<file path="config.mk">
export PLATFORM = sky130hd
export DESIGN_NAME = spi_master_mode0
export DESIGN_NICKNAME = d
export VERILOG_FILES = /design/src/rtl/spi_master_mode0.sv
export SDC_FILE = /design/constraint.sdc
export NUM_CORES = 1
export LEC_CHECK = 0
export ABC_AREA = 1
export BUFFER_PORTS_ARGS = -buffer_cell sky130_fd_sc_hd__buf_4
export CAP_MARGIN = 20
export CORE_UTILIZATION = 28
export CTS_CLUSTER_DIAMETER = 50
export DETAILED_ROUTE_END_ITERATION = 8
export SYNTH_ARGS = -nofsm -noshare
export SYNTH_HDL_FRONTEND = slang
export SYNTH_SLANG_ARGS = --single-unit
export TNS_END_PERCENT = 10
</file>
<file path="constraint.sdc">
create_clock -name clk -period 1.72 [get_ports clk]
set_clock_uncertainty 0.05 [all_clocks]
set_input_delay 0.086 -clock clk [delete_from_list [all_inputs] [get_ports clk]]
set_output_delay 0.086 -clock clk [all_outputs]
set_load 0.02 [all_outputs]
</file>
<file path="src/rtl/spi_master_mode0.sv">
// SPI master, mode 0 (CPOL=0, CPHA=0), one byte per request, MSB first, optional CS-held bursts.
// Latency: done pulses 1+16*DIV cycles after the accept cycle; CS released one cycle after done.
// Backpressure: ready is high only in IDLE/HOLD; start while not ready is dropped, never queued.
module spi_master_mode0 #(
  parameter int DIV = 4  // SCLK half-period in clk cycles, 1..255
) (
  input  logic       clk,
  input  logic       rst,
  input  logic       start,
  input  logic       cont,
  input  logic       stop,
  input  logic [7:0] tx_byte,
  output logic       ready,
  output logic       done,
  output logic [7:0] rx_byte,
  output logic       spi_sclk,
  output logic       spi_cs_n,
  output logic       spi_mosi,
  input  logic       spi_miso
);

  typedef enum logic [2:0] {
    ST_IDLE     = 3'd0,
    ST_SETUP    = 3'd1,
    ST_SHIFT_HI = 3'd2,
    ST_SHIFT_LO = 3'd3,
    ST_HOLD     = 3'd4,
    ST_GAP      = 3'd5
  } state_t;

  localparam logic [7:0] LP_HALF_MAX = 8'(DIV - 1);

  state_t     r_state;
  state_t     w_state_nxt;
  logic [7:0] r_half_cnt;
  logic [7:0] w_half_nxt;
  logic [2:0] r_bit_cnt;
  logic [2:0] w_bit_nxt;
  // Only bits 6..0 are kept: bit 7 goes straight to mosi on accept.
  logic [6:0] r_tx_sh;
  logic [6:0] w_tx_nxt;
  logic [7:0] r_rx_sh;
  logic [7:0] w_rx_sh_nxt;
  logic [7:0] r_rx_byte;
  logic [7:0] w_rx_byte_nxt;
  logic       r_cont;
  logic       w_cont_nxt;
  logic       r_done;
  logic       w_done_nxt;
  logic       r_sclk;
  logic       w_sclk_nxt;
  logic       r_cs_n;
  logic       w_cs_n_nxt;
  logic       r_mosi;
  logic       w_mosi_nxt;
  logic       w_last_half;

  assign w_last_half = (r_half_cnt == LP_HALF_MAX);

  // Next-state and next-pin computation; pins are registered from these values.
  always_comb begin
    w_state_nxt   = r_state;
    w_half_nxt    = r_half_cnt;
    w_bit_nxt     = r_bit_cnt;
    w_tx_nxt      = r_tx_sh;
    w_rx_sh_nxt   = r_rx_sh;
    w_rx_byte_nxt = r_rx_byte;
    w_cont_nxt    = r_cont;
    w_done_nxt    = 1'b0;
    w_sclk_nxt    = r_sclk;
    w_cs_n_nxt    = r_cs_n;
    w_mosi_nxt    = r_mosi;

    unique case (r_state)
      ST_IDLE, ST_HOLD: begin
        if (start) begin
          // Accept: from HOLD cs_n is already low, so a burst continues seamlessly.
          w_state_nxt = ST_SETUP;
          w_half_nxt  = 8'd0;
          w_bit_nxt   = 3'd7;
          w_tx_nxt    = tx_byte[6:0];
          w_cont_nxt  = cont;
          w_cs_n_nxt  = 1'b0;
          w_sclk_nxt  = 1'b0;
          w_mosi_nxt  = tx_byte[7];
        end else if ((r_state == ST_HOLD) && stop) begin
          w_state_nxt = ST_GAP;
          w_half_nxt  = 8'd0;
          w_cs_n_nxt  = 1'b1;
          w_sclk_nxt  = 1'b0;
          w_mosi_nxt  = 1'b0;
        end
      end

      ST_SETUP: begin
        if (w_last_half) begin
          w_state_nxt = ST_SHIFT_HI;
          w_half_nxt  = 8'd0;
          w_sclk_nxt  = 1'b1;
          w_rx_sh_nxt = {r_rx_sh[6:0], spi_miso};
        end else begin
          w_half_nxt  = r_half_cnt + 8'd1;
        end
      end

      ST_SHIFT_HI: begin
        if (w_last_half) begin
          w_state_nxt = ST_SHIFT_LO;
          w_half_nxt  = 8'd0;
          w_sclk_nxt  = 1'b0;
          if (r_bit_cnt == 3'd0) begin
            // Last bit sampled on the previous rise: publish the byte now.
            w_done_nxt    = 1'b1;
            w_rx_byte_nxt = r_rx_sh;
          end else begin
            w_mosi_nxt = r_tx_sh[6];
            w_tx_nxt   = {r_tx_sh[5:0], 1'b0};
            w_bit_nxt  = r_bit_cnt - 3'd1;
          end
        end else begin
          w_half_nxt = r_half_cnt + 8'd1;
        end
      end

      ST_SHIFT_LO: begin
        if (r_done) begin
          // Final low phase is a single cycle (the done cycle); then leave the byte.
          w_half_nxt = 8'd0;
          if (r_cont) begin
            w_state_nxt = ST_HOLD;
          end else begin
            w_state_nxt = ST_GAP;
            w_cs_n_nxt  = 1'b1;
            w_mosi_nxt  = 1'b0;
          end
        end else if (w_last_half) begin
          w_state_nxt = ST_SHIFT_HI;
          w_half_nxt  = 8'd0;
          w_sclk_nxt  = 1'b1;
          w_rx_sh_nxt = {r_rx_sh[6:0], spi_miso};
        end else begin
          w_half_nxt = r_half_cnt + 8'd1;
        end
      end

      ST_GAP: begin
        if (w_last_half) begin
          w_state_nxt = ST_IDLE;
          w_half_nxt  = 8'd0;
        end else begin
          w_half_nxt = r_half_cnt + 8'd1;
        end
      end

      default: begin
        w_state_nxt = ST_IDLE;
        w_half_nxt  = 8'd0;
        w_cs_n_nxt  = 1'b1;
        w_sclk_nxt  = 1'b0;
        w_mosi_nxt  = 1'b0;
      end
    endcase
  end

  // State, counters, shift registers and registered pins, with synchronous reset.
  always_ff @(posedge clk) begin
    if (rst) begin
      r_state    <= ST_IDLE;
      r_half_cnt <= 8'd0;
      r_bit_cnt  <= 3'd0;
      r_tx_sh    <= 7'd0;
      r_rx_sh    <= 8'd0;
      r_rx_byte  <= 8'd0;
      r_cont     <= 1'b0;
      r_done     <= 1'b0;
      r_sclk     <= 1'b0;
      r_cs_n     <= 1'b1;
      r_mosi     <= 1'b0;
    end else begin
      r_state    <= w_state_nxt;
      r_half_cnt <= w_half_nxt;
      r_bit_cnt  <= w_bit_nxt;
      r_tx_sh    <= w_tx_nxt;
      r_rx_sh    <= w_rx_sh_nxt;
      r_rx_byte  <= w_rx_byte_nxt;
      r_cont     <= w_cont_nxt;
      r_done     <= w_done_nxt;
      r_sclk     <= w_sclk_nxt;
      r_cs_n     <= w_cs_n_nxt;
      r_mosi     <= w_mosi_nxt;
    end
  end

  assign ready    = (r_state == ST_IDLE) || (r_state == ST_HOLD);
  assign done     = r_done;
  assign rx_byte  = r_rx_byte;
  assign spi_sclk = r_sclk;
  assign spi_cs_n = r_cs_n;
  assign spi_mosi = r_mosi;

endmodule
</file>
; ---- Word level (Yosys, flattened, before mapping)
; Cells that the tools add are included.
[classes]
n_reduce_logical = 18
addsub = 2
eq_ne = 14
mux = 42
bitwise_logic = 5
[op_table]
columns = operator, count
row1 = $mux W8, 6
row2 = $mux W3, 9
row3 = $pmux W8 S3, 1
row4 = $mux W7, 3
row5 = $mux W1, 16
row6 = $pmux W8 S2, 1
row7 = $pmux W3 S5, 1
row8 = $ne A2 B2 Y1 const B, 7
row9 = $pmux W7 S2, 1
row10 = $reduce_and A4 Y1, 3
row11 = $add A8 B1 Y8 const B, 1
row12 = $eq A8 B2 Y1 const B, 1
row13 = $eq A3 B2 Y1 const B, 2
row14 = $eq A3 B3 Y1 const B, 2
row15 = $logic_not A3 Y1, 2
row16 = $pmux W3 S2, 1
row17 = $reduce_and A3 Y1, 2
row18 = $reduce_and A6 Y1, 1
row19 = $reduce_or A3 Y1, 2
row20 = $not A1 Y1, 5
row21 = $pmux W1 S5, 1
row22 = $pmux W1 S4, 1
row23 = $reduce_and A2 Y1, 2
row24 = $reduce_bool A2 Y1, 2
row25 = other kinds (7), 8
[totals]
out_inout_bits = 13
in_bits = 14
register_bits = 42

; ---- Depth between registers and ports, before layout
[logic_depth]
depth_word = 5
ltp_mapped = 10
depth_no_buf = 10

; ---- Least setup slack after synthesis
; No wires, ideal clock.
[synth_path]
path_type = register -> register
startpoint = register r_state[1]
endpoint = register r_bit_cnt[0]
t_arrival_ns = 1.471
setup_ns = 0.116
stages_incl_launch_ff = 9
required_ns = 1.554
setup_slack_ns = 0.083
synth_period_minus_slack_ns = 1.637
path_cell_list = dfxtp_1 > nor2_1 > inv_1 > nand2_1 > nand3_1 > nor2_4 > nand2_1 > nor2_1 > nor2_1
[synth_between]
elab_chain_len = 4
word_cells_on_any_way = 10
cone_classes = eq/ne (5) / mux (1) / reduce/logical (4)
[synth_lines]
columns = element, line_no
row1 = start: declaration, 33  ; state_t r_state;
row2 = start signal: assignment, 180  ; r_state <= w_state_nxt;
row3 = $eq A3 B3 Y1 or $logic_not A3 Y1 (tied branches), 74  ; unique case (r_state)
row4 = $reduce_or A2 Y1, 74
row5 = $ne A2 B2 Y1 (no source line) or $reduce_bool A2 Y1 (tied branches), --
row6 = $reduce_and A4 Y1 (no source line), --
row7 = end signal: assignment, 182  ; r_bit_cnt <= w_bit_nxt;
row8 = end: declaration, 37  ; logic [2:0] r_bit_cnt;
; Parallel ways exist; a longest one is shown, timed or not.
; A chain may end at the register's enable or synchronous reset.

; ---- Final worst setup path
[layout_path]
startpoint = register r_state[2]
endpoint = register r_bit_cnt[0]
; The elaborated chain is that of the path after synthesis.

==> impl_metrics.json <==
{
  "finalMaxSlewViolations": 0,
  "setup_tns_ps": 0,
  "synthCells": 285,
  "yosysUniqueCellTypes": 23,
  "leakage_nw": 1.104,
  "critical_path.cell_chain": "inv_2, nand3b_1, nand2_1, nand3_1, nor2_4, nand2_1, nor2_1, nor2_1",
  "setup_violations": 0,
  "crit_type": "register to register",
  "rsz0062_at_grt": "yes",
  "boundaryPins": 27,
  "drtIter0Drc": 70,
  "synth-seq-cells": 42,
  "antenna_cells": 0,
  "cts-buffers-inserted": 5,
  "synth_compound_area_frac": 0.1622,
  "fin_nets": 341,
  "num-fill-cells": 728,
  "dpl.cell_count": 394,
  "clockRootBuffer": "clkbuf_8",
  "synth_fp_nets": 302,
  "worstMarginPinSlew_ps": 317.7,
  "post-route-util": 0.3589,
  "crit_required_ps": 1860,
  "drt_first_pass_iters": 4,
  "synth_xor_area_frac": 0.01802,
  "post_dp_cell_area_um2": 2280,
  "drc": 0,
  "synth_top_family_by_area": "simple AND/OR/NAND/NOR gates",
  "worst-path-max-fanout": 10,
  "grt_first_pass_wirelength_um": 7810,
  "layout.cells.non_filler": 405,
  "htree_levels": 2,
  "routedWlPerCell_um": 10.80,
  "synth_top_area_frac": 0.4324,
  "die_y_um": 85.33,
  "maxSlewHeadroom": 0.7862,
  "core_area_um2": 6756,
  "die-area_um2": 7281,
  "antenna_found_initial": 0,
  "mappedNetlistArea_um2": 1944,
  "track_usage": 0.1333,
  "period_share": 0.9333,
  "start_kind": "register",
  "hold_viol": 0,
  "clock_sinks": 42,
  "die_x_um": 85.33,
  "maxCapViolations": 0,
  "fin_crit_ps": 1605,
  "drtAntennaViolNets": 0,
  "drive_above_1_share": 0.1692,
  "rows": 30,
  "multi_input_area_um2": 963.4,
  "initial_core_util": 0.2878,
  "final_area_um2": 2425,
  "syn_area_per_cell_um2": 6.822,
  "p_per_area_nw_per_um2": 831.3,
  "grt_pass1_vias": 1761,
  "drt-total-wl_um": 4373,
  "clk_pin_slew_worst_paths_ps": 80,
  "status": "complete, no violations",
  "cts.path.max_buffers": 2,
  "vdd_drop_max_mv": 0.4292,
  "hp-class": "input port to register",
  "crit_path_top_delay_cell": "dfxtp_1",
  "gp_congestion": 0.8252,
  "synth_top_area_cell": "dfxtp_1",
  "yosys.area_share.simple": 0.2864,
  "yosysWarnings": 0,
  "slowest_delay_ps": 380,
  "io_buffers": 26,
  "vias": 1852,
  "via_per_inst": 4.573,
  "insertion_delay_ps": 290,
  "synth-adder-area-share": 0.01931,
  "regArea_um2": 840.8,
  "fmax_ghz": 0.6230,
  "grt_max_degree": 20,
  "cts_tree": "done",
  "end_kind": "register",
  "grt.overflow.total": 0,
  "synth.area.mux_share": 0,
  "ys_seq_area_frac": 0.4324,
  "cp_data_arrival_time_ps": 1750,
  "post-dp-hpwl_um": 3212,
  "area_growth_pct": 24.71,
  "yosys-top-cells-area": "dfxtp_1 (43%), nand2_1 (13%), o21ai_0 (8.8%)"
}
==> routing by layer <==
metal | track usage | wire length [µm]
met1 | 0.1672 | 2100
met2 | 0.2287 | 2106
met3 | 0.02918 | 124
met4 | 0.04091 | 41
met5 | 0 | 0
==> flip-flops by register name, indices dropped and copies added (netlist names), 3 cells and up <==
signal	flops
r_tx_sh	7
r_state	3
rx_byte	8
r_half_cnt	8
r_bit_cnt	3
r_rx_sh	8
==> cell type report <==
class	count	area share
Clock buffer	6	0.02993
Clock inverter	2	0.005676
Inverter	33	0.05108
Multi-Input combinational cell	203	0.3973
Sequential cell	42	0.3467
Tap cell	80	0.04128
Timing Repair Buffer	39	0.1280
==> placed cells by master (no fill, tap or decap), drive strengths merged <==
cell type | synthesis | routed
nor3 | 3 | 3
nor4 | 1 | 1
dfxtp | 42 | 42
buf | 4 | 37
inv | 33 | 33
nand3 | 12 | 12
a21oi | 29 | 29
xor2 | 3 | 3
ha | 3 | 3
nand2 | 67 | 67
nand3b | 1 | 1
o21ai | 34 | 34
nand4 | 1 | 1
nor2 | 48 | 48
dlygate4sd3 | 0 | 2
clkbuf | 3 | 6
xnor2 | 1 | 1
clkinv | 0 | 2
==> power by group <==
part           switching (W)  internal [W]  leakage (nW)
Combinational       0.000196      0.000132         0.716
Clock               0.000342      0.000287        0.0452
Sequential         0.0000352       0.00102         0.342
==> cells by family after synthesis <==
group           count (synthesis)
compound gates                 63
xor+xnor                        4
fa+ha+maj                       3
buf+inv                        40
flops                          42
simple gates                  133
==> worst max-delay path, delay by kind of cell, from the launching register on <==
kind | cells | cell delay, ps
buf+inv | 1 | 100
flops | 1 | 380
simple gates | 7 | 990
==> synth_stat cells <==
library cell and number:
o21ai_0 34, buf_2 1, a21oi_1 29, dfxtp_1 42, ha_1 3, buf_1 1, nand3b_1 1, inv_2 1
nand3_2 1, nor4_1 1, clkbuf_1 3, nand2_4 1, nor2_2 1, buf_4 2, nand3_1 11, nand2_1 66
nand4_1 1, nor2_1 45, xor2_1 3, inv_1 32, xnor2_1 1, nor2_4 2, nor3_1 3
==> path summary, 6_finish.rpt <==
| kind | from | endpoint | slack, ps | cells past startpoint |
|---|---|---|---|---|
| worst min register to register | r_rx_sh[7] | r_rx_sh[7] | 410 | 2 |
| worst min-delay path | tx_byte[0] | r_tx_sh[0] | 30 | 3 |
| worst max register to register | r_state[2] | r_bit_cnt[0] | 110 | 8 |
| worst max-delay path | r_state[2] | r_bit_cnt[0] | 110 | 8 |
==> through the flow <==
| stage | hold slack [ps] | power (W) | setup slack (ps) |
|---|---|---|---|
| 2_1_floorplan | 170.9 | 0.001290 | 83.27 |
| 3_3_place_gp | 260.3 | 0.001396 | 126.7 |
| 3_5_place_dp | 296.1 | 0.001400 | 105.3 |
| 4_1_cts | 19.98 | 0.002052 | 85.59 |
| 5_1_grt | 44.42 | 0.002141 | -29.61 |
| 6_report | 31.58 | 0.002016 | 114.8 |
==> timing repair <==
action                                  4_1_cts  5_1_grt
endpoints found under the setup margin        0       26
buffers inserted                              0        1
endpoints found under the hold margin         8        0
resized for setup                             0        6
hold buffers                                  2        0
Note: power is estimated with default switching activity, not from simulation.
